`src/rtl/mem_arbiter.sv`:
```
// Two-port (fetch/data) round-robin arbiter in front of a single-ported synchronous memory.
// Each access walks IDLE -> ISSUE -> WAIT -> DONE; all outputs come straight from registers.
module mem_arbiter #(
    parameter int ADDR_W = 8,
    parameter int DATA_W = 8
) (
    input  logic              clk,
    input  logic              rst_n,
    input  logic              if_req,
    input  logic [ADDR_W-1:0] if_addr,
    output logic              if_ack,
    output logic [DATA_W-1:0] if_rdata,
    input  logic              d_req,
    input  logic              d_we,
    input  logic [ADDR_W-1:0] d_addr,
    input  logic [DATA_W-1:0] d_wdata,
    output logic              d_ack,
    output logic [DATA_W-1:0] d_rdata,
    output logic              mem_we,
    output logic [ADDR_W-1:0] mem_addr,
    output logic [DATA_W-1:0] mem_wdata,
    input  logic [DATA_W-1:0] mem_rdata,
    output logic              busy,
    output logic              grant_d
);

    typedef enum logic [1:0] {
        IDLE  = 2'd0,
        ISSUE = 2'd1,
        WAIT  = 2'd2,
        DONE  = 2'd3
    } state_t;

    state_t            state_r;
    logic              last_d_r;
    logic              grant_d_r;
    logic              op_we_r;
    logic              if_ack_r;
    logic              d_ack_r;
    logic              busy_r;
    logic              mem_we_r;
    logic [ADDR_W-1:0] mem_addr_r;
    logic [DATA_W-1:0] mem_wdata_r;
    logic [DATA_W-1:0] if_rdata_r;
    logic [DATA_W-1:0] d_rdata_r;
    logic              win_d_s;

    // Round-robin winner: on contention the port not granted last goes first.
    always_comb begin
        win_d_s = 1'b0;
        if (if_req && d_req) begin
            win_d_s = ~last_d_r;
        end else if (d_req) begin
            win_d_s = 1'b1;
        end else begin
            win_d_s = 1'b0;
        end
    end

    // Access sequencer with registered memory-side and requester-side outputs.
    always_ff @(posedge clk) begin
        if (!rst_n) begin
            state_r     <= IDLE;
            last_d_r    <= 1'b1;
            grant_d_r   <= 1'b0;
            op_we_r     <= 1'b0;
            if_ack_r    <= 1'b0;
            d_ack_r     <= 1'b0;
            busy_r      <= 1'b0;
            mem_we_r    <= 1'b0;
            mem_addr_r  <= {ADDR_W{1'b0}};
            mem_wdata_r <= {DATA_W{1'b0}};
            if_rdata_r  <= {DATA_W{1'b0}};
            d_rdata_r   <= {DATA_W{1'b0}};
        end else begin
            case (state_r)
                IDLE: begin
                    if_ack_r <= 1'b0;
                    d_ack_r  <= 1'b0;
                    if (if_req || d_req) begin
                        state_r     <= ISSUE;
                        busy_r      <= 1'b1;
                        grant_d_r   <= win_d_s;
                        last_d_r    <= win_d_s;
                        op_we_r     <= win_d_s & d_we;
                        mem_we_r    <= win_d_s & d_we;
                        mem_addr_r  <= win_d_s ? d_addr : if_addr;
                        mem_wdata_r <= win_d_s ? d_wdata : {DATA_W{1'b0}};
                    end else begin
                        state_r <= IDLE;
                    end
                end
                ISSUE: begin
                    mem_we_r <= 1'b0;
                    state_r  <= WAIT;
                end
                WAIT: begin
                    state_r <= DONE;
                    // Memory data is valid now, one cycle after the address was presented.
                    if (grant_d_r) begin
                        d_ack_r <= 1'b1;
                        if (!op_we_r) begin
                            d_rdata_r <= mem_rdata;
                        end
                    end else begin
                        if_ack_r   <= 1'b1;
                        if_rdata_r <= mem_rdata;
                    end
                end
                DONE: begin
                    if_ack_r <= 1'b0;
                    d_ack_r  <= 1'b0;
                    busy_r   <= 1'b0;
                    state_r  <= IDLE;
                end
                default: begin
                    if_ack_r <= 1'b0;
                    d_ack_r  <= 1'b0;
                    busy_r   <= 1'b0;
                    mem_we_r <= 1'b0;
                    state_r  <= IDLE;
                end
            endcase
        end
    end

    assign if_ack    = if_ack_r;
    assign if_rdata  = if_rdata_r;
    assign d_ack     = d_ack_r;
    assign d_rdata   = d_rdata_r;
    assign mem_we    = mem_we_r;
    assign mem_addr  = mem_addr_r;
    assign mem_wdata = mem_wdata_r;
    assign busy      = busy_r;
    assign grant_d   = grant_d_r;

endmodule
```
`config.mk`:
```
export PLATFORM = sky130hd
export DESIGN_NAME = mem_arbiter
export DESIGN_NICKNAME = d
export VERILOG_FILES = /design/src/rtl/mem_arbiter.sv
export SDC_FILE = /design/constraint.sdc
export NUM_CORES = 1
export LEC_CHECK = 0
export BUFFER_PORTS_ARGS = -buffer_cell sky130_fd_sc_hd__buf_2
export CAP_MARGIN = 15
export CORE_AREA = 2 2 63 65
export CTS_BUF_LIST = sky130_fd_sc_hd__clkbuf_4 sky130_fd_sc_hd__clkbuf_8
export DETAILED_ROUTE_END_ITERATION = 12
export DIE_AREA = 0 0 65 67
export PLACE_DENSITY = 0.76
export SLEW_MARGIN = 20
export SYNTH_ARGS = -nofsm -noshare
export SYNTH_HDL_FRONTEND = slang
export SYNTH_SLANG_ARGS = --single-unit
```
`constraint.sdc`:
```
create_clock -name clk -period 1.55 [get_ports clk]
set_input_delay 0.155 -clock clk [delete_from_list [all_inputs] [get_ports clk]]
set_output_delay 0.155 -clock clk [all_outputs]
set_load 0.02 [all_outputs]
```
* Yosys cells after proc, flatten, opt, wreduce, memory -nomap -nowiden
Index checks and enable logic that the tools add are counted.
** Storage, ports and cells
- Register bits after elaboration :: 41
- Latch bits :: 0
- Memory bits (writable) :: 0
- ROM bits :: 0
- Input port bits :: 37
- Output and inout port bits :: 37
- Logic and storage cells :: 50
- Memories kept :: 0
** Cells by class
- Add/sub/neg operators :: 0
- Multiply operators :: 0
- Div/mod/pow operators :: 0
- $lt $le $gt $ge :: 0
- Equality and inequality tests :: 6
- Shift-type cells :: 0
- Mux-type cells :: 14
- Bitwise operators :: 4
- Reduce and logical (&&, ||, !) cells :: 14
** Operator list (number)
- $mux W8 :: 2
- $reduce_and A2 Y1 :: 6
- $pmux W1 S2 :: 4
- $pmux W2 S4 :: 1
- $mux W1 :: 7
- $ne A2 B2 Y1 const B :: 3
- $reduce_bool A2 Y1 :: 3
- $eq A2 B2 Y1 const B :: 2
- $not A1 Y1 :: 3
- $reduce_and A3 Y1 :: 1
- $eq A2 B1 Y1 const B :: 1
- $logic_not A2 Y1 :: 1
- $reduce_or A2 Y1 :: 1
- $and A1 B1 Y1 :: 1
- $logic_and A1 B1 Y1 :: 1
- $logic_or A1 B1 Y1 :: 1

* Logic depth before layout (Yosys ltp)
Gate-level depths: netlist of run 1.
- Depth after elaboration :: 5
- Depth in mapped cells :: 6
- Mapped depth without buffers :: 5

* Worst setup path before layout of run 1
No wires, ideal clock.
- Path type :: register to register
- From :: reg state_r[0]
- To :: reg d_rdata_r[0], in the netlist d_rdata[0]
- Library setup time :: 0.128 ns
- Arrival :: 1.168 ns
- Required time :: 1.422 ns
- Path slack :: 0.254 ns
- Stages on the path, launching flop included :: 7
- Path buffers :: 1
- Period minus slack after synthesis :: 1.296 ns
- Cell sequence :: dfxtp_1 > inv_1 > ha_1 > nand3b_1 > buf_2 > mux2i_1 > nor2_1
** On the way
- Word-level cells in the longest chain between the ends :: 2
** Ends and longest elaborated chain
- from (decl) :: line 34 : state_t state_r;
- from (signal assigned) :: line 63 : state_r <= IDLE;
- from (signal assigned) :: line 81 : state_r <= ISSUE;
- from (signal assigned) :: line 90 : state_r <= IDLE;
- $eq A2 B2 Y1 :: line 76 : case (state_r)
- $reduce_and A3 Y1 (no line)
- to (signal assigned) :: line 74 : d_rdata_r <= {DATA_W{1'b0}};
- to (signal assigned) :: line 103 : d_rdata_r <= mem_rdata;
- to (decl) :: line 45 : logic [DATA_W-1:0] d_rdata_r;
Every way passes these cells.
A chain may end at the register's enable or synchronous reset.

* Worst setup path in the final report of run 1
- From :: reg state_r[0]
- To :: reg if_rdata_r[3], in the netlist if_rdata[3]
** On the way
- Word-level cells in the longest chain between the ends :: 2
** Ends and longest elaborated chain
- $eq A2 B2 Y1 :: line 76
- $reduce_and A2 Y1 (no line)
- to (signal assigned) :: line 73 : if_rdata_r <= {DATA_W{1'b0}};
- to (signal assigned) :: line 107 : if_rdata_r <= mem_rdata;
- to (decl) :: line 44 : logic [DATA_W-1:0] if_rdata_r;
Every way passes these cells.

==> results.toml, run 1 <==
[final_layout]
final_cells = 302
drive_gt1_frac = 0.366
final_nets = 295
antenna_cells = 0
final_cell_mix = "73 x buf_2, 41 x dfxtp_1, 28 x a21oi_1, 28 x nand2_1, 18 x nor2_1"
fillCellCount = 354
final_common_cell = "buf_2"
syn_to_final_growth_pct = 32.5
finalInstanceArea_mm2 = 0.00214

[power]
power_leakage_nw = 1.06
finalPower_mw = 2.75
pwr_density_cell_mw_per_mm2 = 1280
irDropWorstVdd_mv = 0.673

[clock_tree]
root_buffer = "clkbuf_8"
cts.clk_slew.worst_paths_ns = 0.07
cts_resized = 0
post_cts_buffers = 0
cts_tree = "done"
insertion_delay_ns = 0.29
ctsLongestPathBuffers = 2
numCtsBuffers = 5
htree_levels = 2
cts_sinks = 41
ctsHoldBuffers = 0

[hold_path]
min_to = "mem_addr[3]"
hold_path.startpoint = "if_addr[3]"
hold_path.class = "in2reg"
hold_depth = 3

[critical_path]
setup.worst_path.start_class = "flop"
path_class = "reg2reg"
arrival_ns = 1.59
crit_path_end_kind = "flop"
crit-reg2reg-capture = "if_rdata[3]"
timing.reg2reg.setup_slack_ns = 0.17
reg2reg_from = "state_r[0]"
cp_max_fo = 6
cp.required_ns = 1.76
reg2reg_depth = 6

[place]
io_buffers = 73
dpl_cell_area_mm2 = 0.00204
gp_congestion = 0.758
dp_hpwl_um = 2680
dp_cells = 295

[die]
rows = 22
die_area_mm2 = 0.00436
initial_utilization = 0.449
ios = 74
dieWidth_um = 65
die_h_um = 67
core-area_mm2 = 0.00361

[sta]
finClkSkew_ns = 0.00716
min_period_ns = 1.38
period_share = 0.890
finalMaxSlewViolations = 0
hold_violations = 0
fmax_ghz = 0.725
finalSetupViolCount = 0
setup_tns_ns = 0
tightest_slew_ns = 0.383
slew_headroom = 0.744
rsz0062_at_grt = "false"

[global_route]
grtUsageTotal = 0.179
met2_usage = 0.302
antenna_found_initial = 0
grt_overflow = 0
grt_use_met1 = 0.208
grt.busiest_layer = "met2"
grt_pass1_vias = 1403
use_met3 = 0.0574
grt_max_degree = 21
grt_pass1_wl_um = 5920

[synthesis]
syn-num-nets = 219
seq_area_frac_synth = 0.507
synth_warnings = 0
synth-seq-cells = 41
syn_avg_cell_area_um2 = 9.10
syn_area_mm2 = 0.00162
syn_inst = 178
synth_cell_types = 26

[outcome]
outcome = "finished clean"

[route]
wirelength_um = 3680
drt-initial-drc-count = 50
wl_per_cell_um = 12.2
drt-vias-per-instance = 4.91
vias = 1483
drc = 0
ant_nets = 0
dr.pass1.iters = 4

[run]
cap_violations = 0
-- stage by stage --
step | utilization | worst slack, ns | hold slack (ns)
floorplan | - | 0.254 | 0.289
global placement | 0.566 | 0.227 | 0.397
detailed placement | 0.566 | 0.189 | 0.404
CTS | 0.595 | 0.136 | 0.0919
global route | 0.595 | 0.0249 | 0.102
finish | 0.595 | 0.170 | 0.0992
-- sequential cells by signal, summed over array words and instances, names as in the netlist, 2 cells and up --
name / flops
if_rdata: 8
mem_wdata: 8
state_r: 2
d_rdata: 8
mem_addr: 8
-- final cells by class --
type / count / area (µm²) / share of cell area
multi-input combinational: 122 / 711 / 0.331
inverter: 3 / 11.3 / 0.00525
sequential: 41 / 821 / 0.383
clock inverter: 2 / 35.0 / 0.0163
timing repair buffer: 81 / 438 / 0.204
tap: 48 / 60.1 / 0.0280
clock buffer: 5 / 68.8 / 0.0321
-- per-layer routing --
metal | wire length (µm) | share of wire | up-vias
met5 | 0 | 0 | -
met4 | 56 | 0.015 | 0
met3 | 208 | 0.057 | 5
met2 | 1760 | 0.48 | 38
met1 | 1660 | 0.45 | 670
li1 | - | - | 770
-- cell families after synthesis --
group / after synthesis / share of synthesized area
buffers and inverters: 15 / 0.0541
DFF: 41 / 0.507
AOI/OAI and AO/OA: 56 / 0.223
muxes: 8 / 0.0495
adders and majority gates: 4 / 0.0309
and+or+nand+nor: 54 / 0.136
-- worst max-delay path, stage by stage, from the launching register on --
cell,delay (ns)
dfxtp_1,0.33
inv_1,0.08
ha_1,0.24
nor2b_1,0.28
buf_4,0.19
nand2_1,0.06
a21oi_1,0.12
-- power by group --
part / total [mW] / switching (mW) / internal (mW)
clock network: 0.811 / 0.343 / 0.468
logic: 0.709 / 0.431 / 0.278
registers: 1.23 / 0.0630 / 1.17
-- worst max path at each step --
stage                          start          end  slack (ns)  cells after the start
final                     state_r[0]  if_rdata[3]        0.17                      6
after global routing      state_r[0]  if_rdata[3]        0.02                      6
after CTS                 state_r[0]  if_rdata[3]        0.14                      6
after detailed placement  state_r[0]  if_rdata[0]        0.19                      6
after global placement    state_r[0]  if_rdata[0]        0.23                      6
after floorplan           state_r[0]   d_rdata[0]        0.25                      6
-- synthesized netlist by cell type, drive strengths merged --
cell / n / area [µm²]
mux2i: 8 / 80.1
nand2: 28 / 105
o21a: 1 / 7.51
o32ai: 1 / 8.76
a21boi: 2 / 26.3
dfxtp: 41 / 821
nor2b: 1 / 6.26
nand3b: 1 / 7.51
nand3: 3 / 15.0
a21bo: 1 / 10.0
a21oi: 29 / 149
inv: 3 / 11.3
nor2: 18 / 67.6
nand2b: 2 / 12.5
a211oi: 1 / 12.5
o21ai: 11 / 58.8
clkbuf: 5 / 28.8
ha: 4 / 50.1
a32oi: 10 / 87.6
buf: 7 / 47.5
and2: 1 / 6.26
Power figures use the tool's default switching activity.
==> inputs of run 2 (changes only) <==
--- a/config.mk
+++ b/config.mk
@@ -11,6 +11,7 @@
 export CTS_BUF_LIST = sky130_fd_sc_hd__clkbuf_4 sky130_fd_sc_hd__clkbuf_8
 export DETAILED_ROUTE_END_ITERATION = 12
 export DIE_AREA = 0 0 65 67
+export GPL_TIMING_DRIVEN = 0
 export PLACE_DENSITY = 0.76
 export SLEW_MARGIN = 20
 export SYNTH_ARGS = -nofsm -noshare
==> run 2 against run 1 <==
Against the previous run:
- critical path depth did not move
- critical endpoint is now mem_addr[7]
- first-iteration DRC count fell by 4.0%
- core utilization fell by 0.42 points
- hold slack got worse by 0.0010 ns
- combinational power fell by 2%
- highest routed layer unchanged
- critical path type unchanged
==> results.toml, run 2 (synthesis gave the netlist of run 1 again) <==
[clock_tree]
numCtsBuffers = 5
cts_tree = "done"
root_buffer = "clkbuf_8"
post_cts_buffers = 0
htree_levels = 2
cts_sinks = 41
cts.clk_slew.worst_paths_ns = 0.08
cts_resized = 0
insertion_delay_ns = 0.29
ctsLongestPathBuffers = 2
ctsHoldBuffers = 0

[place]
dp_hpwl_um = 2700
io_buffers = 73
gp_congestion = 0.707

[critical_path]
crit_path_end_kind = "flop"
path_class = "reg2reg"
cp_cell_sequence = "inv_1 -> ha_1 -> o21ai_2 -> buf_2 -> a21oi_1 -> a21oi_1"
arrival_ns = 1.63
setup.worst_path.start_class = "flop"
cp_slowest_cell = "dfxtp_1"
worst_path_largest_cell_delay_ns = 0.37
crit_top_cell = "a21oi_1"
cp_max_fo = 10
cp.required_ns = 1.77

[power]
intPower_mw = 1.74
p_seq_frac = 0.474
pwr_density_cell_mw_per_mm2 = 1220
p_switching_mw = 0.852
power.share.combinational = 0.268
p_sw_frac = 0.329
power_leakage_nw = 1.05
clock_power_share = 0.258
irDropWorstVdd_mv = 0.824

[sta]
hold_violations = 0
slew_headroom = 0.714
period_share = 0.909
tightest_slew_ns = 0.428
finalMaxSlewViolations = 0
setup_tns_ns = 0
finClkSkew_ns = 0.00782
fmax_ghz = 0.710
rsz0062_at_grt = "true"
finalSetupViolCount = 0
min_period_ns = 1.41

[die]
rows = 22
die_h_um = 67
initial_utilization = 0.449
die_area_mm2 = 0.00436
dieWidth_um = 65
ios = 74
core-area_mm2 = 0.00361

[global_route]
grt_pass1_wl_um = 5860
grt_pass1_vias = 1391
grt_max_degree = 14
grtUsageTotal = 0.176
antenna_found_initial = 0
grt_overflow = 0

[route]
drc = 0
ant_nets = 0
drt-vias-per-instance = 4.90
vias = 1498
dr.pass1.iters = 4
drt-initial-drc-count = 48
wirelength_um = 3630
wl_per_cell_um = 11.8

[final_layout]
drive_gt1_frac = 0.364
final_cell_mix = "77 x buf_2, 41 x dfxtp_1, 28 x a21oi_1, 28 x nand2_1, 18 x nor2_1"
final_common_cell = "buf_2"
syn_to_final_growth_pct = 31.5
utilization = 0.591
final_nets = 298
fillCellCount = 356
antenna_cells = 0

[hold_path]
hold_path.class = "in2reg"

[outcome]
outcome = "finished clean"

[run]
cap_violations = 0
## run 2: path summary, 6_finish.rpt
kind | from | end | slack (ns) | depth (start not counted)
worst max-delay path | state_r[0] | mem_addr[7] | 0.14 | 6
worst min-delay path | if_addr[4] | mem_addr[4] | 0.1 | 3
worst max register to register | state_r[0] | mem_addr[7] | 0.14 | 6
worst min register to register | if_rdata[5] | if_rdata[5] | 0.45 | 2
## run 2: per-layer routing
metal,vias to the layer above,share of wire,global-route usage
met2,38,0.50,0.313
met1,681,0.44,0.205
met5,-,0,0
met4,0,0.012,0.0745
met3,5,0.047,0.0372
li1,774,-,-
## run 2: through the flow
stage	std cells	area, µm²	hold slack, ns	power (mW)	setup WS (ns)
floorplan	178	1620	0.289	1.72	0.254
global placement	299	2040	0.399	1.94	0.110
detailed placement	299	2040	0.404	1.95	0.102
CTS	307	2130	0.0914	2.61	0.0722
global route	306	2130	0.102	2.75	-0.0160
finish	306	2130	0.0981	2.59	0.141
## run 2: cell type report
type / instances / area [µm²] / share of cell area
flip-flops and latches: 41 / 821 / 0.385
plain buffers: 11 / 75.1 / 0.0353
well taps: 48 / 60.1 / 0.0282
clock inverters: 3 / 17.5 / 0.00823
clock buffers: 5 / 68.8 / 0.0323
inverters: 3 / 11.3 / 0.00529
repair buffers: 73 / 365 / 0.172
multi-input cells: 122 / 711 / 0.334
## run 2: critical path, delay by kind of cell (launching register included)
kind	cells	cell delay (ns)
compound gates	3	0.34
flops	1	0.37
buf+inv	2	0.34
fa+ha+maj	1	0.29
## run 2: power groups by stage
stage	Sequential, mW	Clock (mW)	Combinational, mW
finish	1.23	0.668	0.695
global route	1.24	0.732	0.771
CTS	1.23	0.686	0.699
detailed placement	1.25	0	0.697
global placement	1.25	0	0.690
floorplan	1.36	0	0.354
